File: src/rtl/cdda_sector_feeder.sv
// CD-DA sector feeder: requests host sectors over an LBA range and packs 16-bit words into stereo frames.
// Optional build macro CDDA_BYTESWAP_EN enables per-word byte swapping under BYTESWAP.
module cdda_sector_feeder #(
    parameter int SECTOR_WORDS = 1176,
    parameter int LBA_WIDTH    = 24
) (
    input  logic                 clk_i,
    input  logic                 reset_i,
    input  logic                 play_start_i,
    input  logic [LBA_WIDTH-1:0] start_lba_i,
    input  logic [LBA_WIDTH-1:0] end_lba_i,
    input  logic                 stop_i,
    input  logic                 pause_i,
    input  logic                 byteswap_i,
    input  logic                 cdda_req_i,
    output logic                 cdda_wr_o,
    output logic [31:0]          cdda_data_o,
    output logic                 host_req_o,
    output logic [LBA_WIDTH-1:0] host_lba_o,
    input  logic                 host_ack_i,
    input  logic                 host_wr_i,
    input  logic [15:0]          host_data_i,
    output logic                 playing_o,
    output logic [LBA_WIDTH-1:0] cur_lba_o,
    output logic                 done_o
);

    localparam int CW = $clog2(SECTOR_WORDS + 1);

    typedef enum logic [2:0] {
        S_IDLE,
        S_WAIT,
        S_REQ,
        S_XFER,
        S_DRAIN
    } state_t;

    state_t               state_q;
    logic [CW-1:0]        cnt_q;
    logic [15:0]          half_q;
    logic [LBA_WIDTH-1:0] start_q;
    logic [LBA_WIDTH-1:0] end_q;
    logic [LBA_WIDTH-1:0] cur_q;
    logic [LBA_WIDTH-1:0] hlba_q;
    logic                 restart_q;
    logic                 cdda_wr_q;
    logic [31:0]          cdda_data_q;
    logic                 host_req_q;
    logic                 playing_q;
    logic                 done_q;

    logic [15:0]          word;
    logic                 last;
    logic [LBA_WIDTH-1:0] nxt_start;
    logic [LBA_WIDTH-1:0] nxt_end;
    logic                 empty;
    state_t               rs_state;

`ifdef CDDA_BYTESWAP_EN
    assign word = byteswap_i ? {host_data_i[7:0], host_data_i[15:8]} : host_data_i;
`else
    logic unused_bs;
    assign unused_bs = byteswap_i;
    assign word      = host_data_i;
`endif

    // A restart takes a range presented this cycle, else the one latched earlier
    assign last      = (cnt_q == CW'(SECTOR_WORDS - 1));
    assign nxt_start = play_start_i ? start_lba_i : start_q;
    assign nxt_end   = play_start_i ? end_lba_i : end_q;
    assign empty     = (nxt_start >= nxt_end);
    assign rs_state  = empty ? S_IDLE : S_WAIT;

    always_ff @(posedge clk_i) begin
        if (reset_i) begin
            state_q     <= S_IDLE;
            cnt_q       <= '0;
            half_q      <= '0;
            start_q     <= '0;
            end_q       <= '0;
            cur_q       <= '0;
            hlba_q      <= '0;
            restart_q   <= 1'b0;
            cdda_wr_q   <= 1'b0;
            cdda_data_q <= '0;
            host_req_q  <= 1'b0;
            playing_q   <= 1'b0;
            done_q      <= 1'b0;
        end else begin
            cdda_wr_q <= 1'b0;
            done_q    <= 1'b0;
            if (play_start_i) begin
                start_q <= start_lba_i;
                end_q   <= end_lba_i;
            end
            case (state_q)
                S_IDLE: begin
                    if (play_start_i) begin
                        cur_q     <= start_lba_i;
                        state_q   <= rs_state;
                        playing_q <= ~empty;
                        done_q    <= empty;
                    end
                end
                S_WAIT: begin
                    if (play_start_i) begin
                        cur_q     <= start_lba_i;
                        state_q   <= rs_state;
                        playing_q <= ~empty;
                        done_q    <= empty;
                    end else if (stop_i) begin
                        playing_q <= 1'b0;
                        state_q   <= S_IDLE;
                    end else if (cur_q == end_q) begin
                        done_q    <= 1'b1;
                        playing_q <= 1'b0;
                        state_q   <= S_IDLE;
                    end else if (cdda_req_i && !pause_i) begin
                        host_req_q <= 1'b1;
                        hlba_q     <= cur_q;
                        state_q    <= S_REQ;
                    end
                end
                S_REQ: begin
                    if (play_start_i) begin
                        host_req_q <= 1'b0;
                        cur_q      <= start_lba_i;
                        state_q    <= rs_state;
                        playing_q  <= ~empty;
                        done_q     <= empty;
                    end else if (stop_i) begin
                        host_req_q <= 1'b0;
                        playing_q  <= 1'b0;
                        state_q    <= S_IDLE;
                    end else if (host_ack_i) begin
                        host_req_q <= 1'b0;
                        cnt_q      <= '0;
                        state_q    <= S_XFER;
                    end
                end
                S_XFER: begin
                    if (host_wr_i) begin
                        cnt_q <= cnt_q + CW'(1);
                        if (!cnt_q[0]) half_q <= word;
                    end
                    if (play_start_i || stop_i) begin
                        restart_q <= play_start_i;
                        if (host_wr_i && last) begin
                            restart_q <= 1'b0;
                            if (play_start_i) begin
                                cur_q     <= start_lba_i;
                                state_q   <= rs_state;
                                playing_q <= ~empty;
                                done_q    <= empty;
                            end else begin
                                playing_q <= 1'b0;
                                state_q   <= S_IDLE;
                            end
                        end else begin
                            state_q <= S_DRAIN;
                        end
                    end else if (host_wr_i) begin
                        if (cnt_q[0]) begin
                            cdda_data_q <= {word, half_q};
                            cdda_wr_q   <= 1'b1;
                        end
                        if (last) begin
                            cur_q   <= cur_q + LBA_WIDTH'(1);
                            state_q <= S_WAIT;
                        end
                    end
                end
                S_DRAIN: begin
                    if (play_start_i) restart_q <= 1'b1;
                    else if (stop_i) restart_q <= 1'b0;
                    if (host_wr_i) begin
                        cnt_q <= cnt_q + CW'(1);
                        if (last) begin
                            restart_q <= 1'b0;
                            if (play_start_i || (restart_q && !stop_i)) begin
                                cur_q     <= nxt_start;
                                state_q   <= rs_state;
                                playing_q <= ~empty;
                                done_q    <= empty;
                            end else begin
                                playing_q <= 1'b0;
                                state_q   <= S_IDLE;
                            end
                        end
                    end
                end
                default: state_q <= S_IDLE;
            endcase
        end
    end

    assign cdda_wr_o   = cdda_wr_q;
    assign cdda_data_o = cdda_data_q;
    assign host_req_o  = host_req_q;
    assign host_lba_o  = hlba_q;
    assign playing_o   = playing_q;
    assign cur_lba_o   = cur_q;
    assign done_o      = done_q;

endmodule

File: config.mk
export PLATFORM = sky130hd
export DESIGN_NAME = cdda_sector_feeder
export DESIGN_NICKNAME = d
export VERILOG_FILES = /design/src/rtl/cdda_sector_feeder.sv
export SDC_FILE = /design/constraint.sdc
export NUM_CORES = 1
export LEC_CHECK = 0
export ABC_AREA = 1
export CAP_MARGIN = 20
export CORE_AREA = 2 2 142 144
export CTS_BUF_LIST = sky130_fd_sc_hd__clkbuf_4 sky130_fd_sc_hd__clkbuf_8
export CTS_CLUSTER_DIAMETER = 100
export CTS_CLUSTER_SIZE = 24
export DETAILED_ROUTE_END_ITERATION = 8
export DIE_AREA = 0 0 144 146
export PLACE_DENSITY_LB_ADDON = 0.15
export SYNTH_ARGS = -nofsm -noshare
export SYNTH_HDL_FRONTEND = slang
export SYNTH_SLANG_ARGS = --single-unit
export TNS_END_PERCENT = 10
File: constraint.sdc
create_clock -name clk_i -period 4.4 [get_ports clk_i]
set_input_delay 0.44 -clock clk_i [delete_from_list [all_inputs] [get_ports clk_i]]
set_output_delay 0.44 -clock clk_i [all_outputs]
set_load 0.1 [all_outputs]
==> out/metrics.cfg <==
[routing]
drc = 0
wl_per_cell_microns = 14.5
vias_per_cell = 5.00
dr.first_iter.drc_count = 591
drt_wl_total_microns = 24900
vias = 8625
dr.pass1.iters = 6
ant_nets = 0

[pwr]
pwr-share-seq_pct = 47.2
p_leak_uw = 0.00462
power.switching_uw = 1170
power_density_mw_per_mm2 = 312
clockPowerShare_pct = 34.9
internal-power_uw = 2170
p_sw_share_pct = 34.9
ir_drop_mv = 0.200
comb_power_share_pct = 17.9

[setup_path]
start_kind = flop
cp-end-kind = flop
cp.arrival_ns = 3.41
worstSetupStartpoint = state_q[1]
worstSetupPathType = flop to flop
crit_fanout = 25
crit_required_ns = 4.77
r2r-start = state_q[1]
r2r_setup_slack_ns = 1.36

[finish]
fin_util_pct = 55.4
nFillCells = 1953
drive_gt1_share_pct = 4.93
diodes = 0
layout.nets = 1545
area_growth_pct = 24.1

[grt]
grt_max_degree = 66
use_met1_pct = 33.3
antenna_found_initial = 1
grt_pass1_vias = 7972
grt.total_usage_pct = 24.1
met3_usage_pct = 4.28
grt.met2_usage_pct = 38.5
grt_overflow = 0
grt_pass1_wl_microns = 40400
busiest_layer = met2

[timing]
slew_headroom_pct = 30.6
post-route-period-util_pct = 69.0
maxSlewViolCount = 0
fmax_mhz = 329
setup_slack_ns = 1.36
setup_tns_ns = 0
skew_ns = 0.0137
final.min_clock_period_ns = 3.04
rsz0062_at_grt = no
worst_pin_slew_ns = 1.04
final-setup-viol-count = 0
finalHoldViolations = 0

[clock_tree]
cts_resized = 0
cts_hold_buf = 0
path_clk_slew_ns = 0.11
cts-root-buf = clkbuf_8
clock_sinks = 163
cts.htree.levels = 4
cts_tree = built
clk_path_buf_depth = 2
post-cts-setup-buffers = 0
clkLatencyLatePin_ns = 0.48
cts_buffers = 17

[yosys]
async_flop_share_pct = 0
synthCells = 1326
ys_seq_area_share_pct = 37.8
ys_warn_count = 0
synth_ff_type = dfxtp_1
yosysUniqueCellTypes = 45
synth-edff-count = 0
syn-num-nets = 1425
syn_area_sq_mm = 0.00863
ys_seq_elements = 163
syn_avg_cell_area_sq_um = 6.51

[die]
ios = 157
core_sq_mm = 0.0193
die_w_microns = 144
die_y_microns = 146
initial_core_util_pct = 44.6
dieArea_sq_mm = 0.0210
num_rows = 51

[placement]
dp_slack_ns = 1.31
dp.final_hpwl_microns = 17600
portBuffers = 155
place_congestion = 0.902

[run]
max_cap_violations = 0

[worst_hold_path]
min-delay-start = host_lba_o[11]
hp-class = flop to flop

[outcome]
status = completed

[layer usage]
layer	part of all wire [%]	vias up
met1	48	3847
met3	6.0	32
met4	1.5	0
met2	44	257
li1	-	4489
met5	0	-
[cell usage in the layout, fill, tap and decap left out, drive strengths merged, types with 21 or more instances in the layout]
cell	count
nor3	21
inv	168
nand2	297
a21oi	115
dfxtp	163
nor2	239
o21ai	141
clkdlybuf4s50	153
ha	26
nand3	41
[cells in the mapped netlist (all sizes together), types with 2 or more instances]
cell	n	share of area [%]
dfxtp	163	38
a21o	2	0.17
a21oi	115	6.8
nand2	297	13
nand4	17	1.3
buf	27	1.9
nor2	239	11
mux2i	5	0.58
o21ai	141	8.2
nand3	41	2.6
o211ai	2	0.17
a221oi	2	0.20
clkbuf	37	1.7
o22ai	11	0.80
o221ai	2	0.20
xor2	7	0.71
inv	162	7.1
ha	26	3.8
nor3	21	1.3
[critical path, stage by stage (launching register included)]
cell	delay [ns]
dfxtp_1	0.52
nor2_2	0.11
nand2_2	0.46
inv_4	0.19
nor2_8	0.27
inv_4	0.13
nand2_2	0.10
nand3_4	0.28
inv_2	0.49
o21ai_0	0.17
nor2_1	0.13
nor2_1	0.04
[cell type report]
| cell class | instances | area [sq um] | area share, % |
|---|---|---|---|
| Clock inverter | 15 | 206 | 1.93 |
| Inverter | 163 | 617 | 5.76 |
| Tap cell | 265 | 332 | 3.10 |
| Sequential cell | 163 | 3260 | 30.5 |
| Timing Repair Buffer | 165 | 1620 | 15.1 |
| Multi-Input combinational cell | 936 | 4440 | 41.5 |
| Clock buffer | 17 | 234 | 2.18 |
[per-stage QoR]
stage / total power (uW) / instance area [sq um] / hold WS (ns) / std cells
6_report: 3340 / 10700 / 0.448 / 1724
3_3_place_gp: 2200 / 10300 / 0.431 / 1692
2_1_floorplan: 2010 / 8630 / 0.449 / 1326
3_5_place_dp: 2200 / 10300 / 0.437 / 1692
4_1_cts: 3370 / 10700 / 0.452 / 1724
5_1_grt: 3480 / 10700 / 0.471 / 1724
[cell families (layout without fill, tap and decap cells)]
group,Yosys count,count (layout),share of synthesized area [%]
xor+xnor,8,8,0.812
mux,5,5,0.580
fa+ha+maj,26,26,3.77
flops,163,163,37.8
simple gates,617,617,29.3
buf+inv,227,360,10.7
compound gates,280,280,17.0
[path summary, 6_finish.rpt]
kind,cells after the start,to
worst max register to register,11,cur_lba_o[23]
worst max-delay path,11,cur_lba_o[23]
worst min register to register,2,host_lba_o[11]
worst min-delay path,2,host_lba_o[11]
[state kept, by name, indices dropped and copies added, names as in the netlist]
register     count
cdda_data_o     32
cdda_wr_o        1
cnt_q           11
cur_lba_o       24
done_o           1
end_q           24
half_q          16
host_lba_o      24
host_req_o       1
playing_o        1
restart_q        1
start_q         24
state_q          3
[power groups by stage]
| stage | Combinational (uW) | Sequential, uW | Clock (uW) |
|---|---|---|---|
| detailed placement | 595 | 1610 | 0 |
| global placement | 590 | 1610 | 0 |
| CTS | 597 | 1580 | 1190 |
| finish | 597 | 1580 | 1170 |
| global route | 660 | 1580 | 1240 |
| floorplan | 284 | 1730 | 0 |
(Power assumes the default switching activity.)
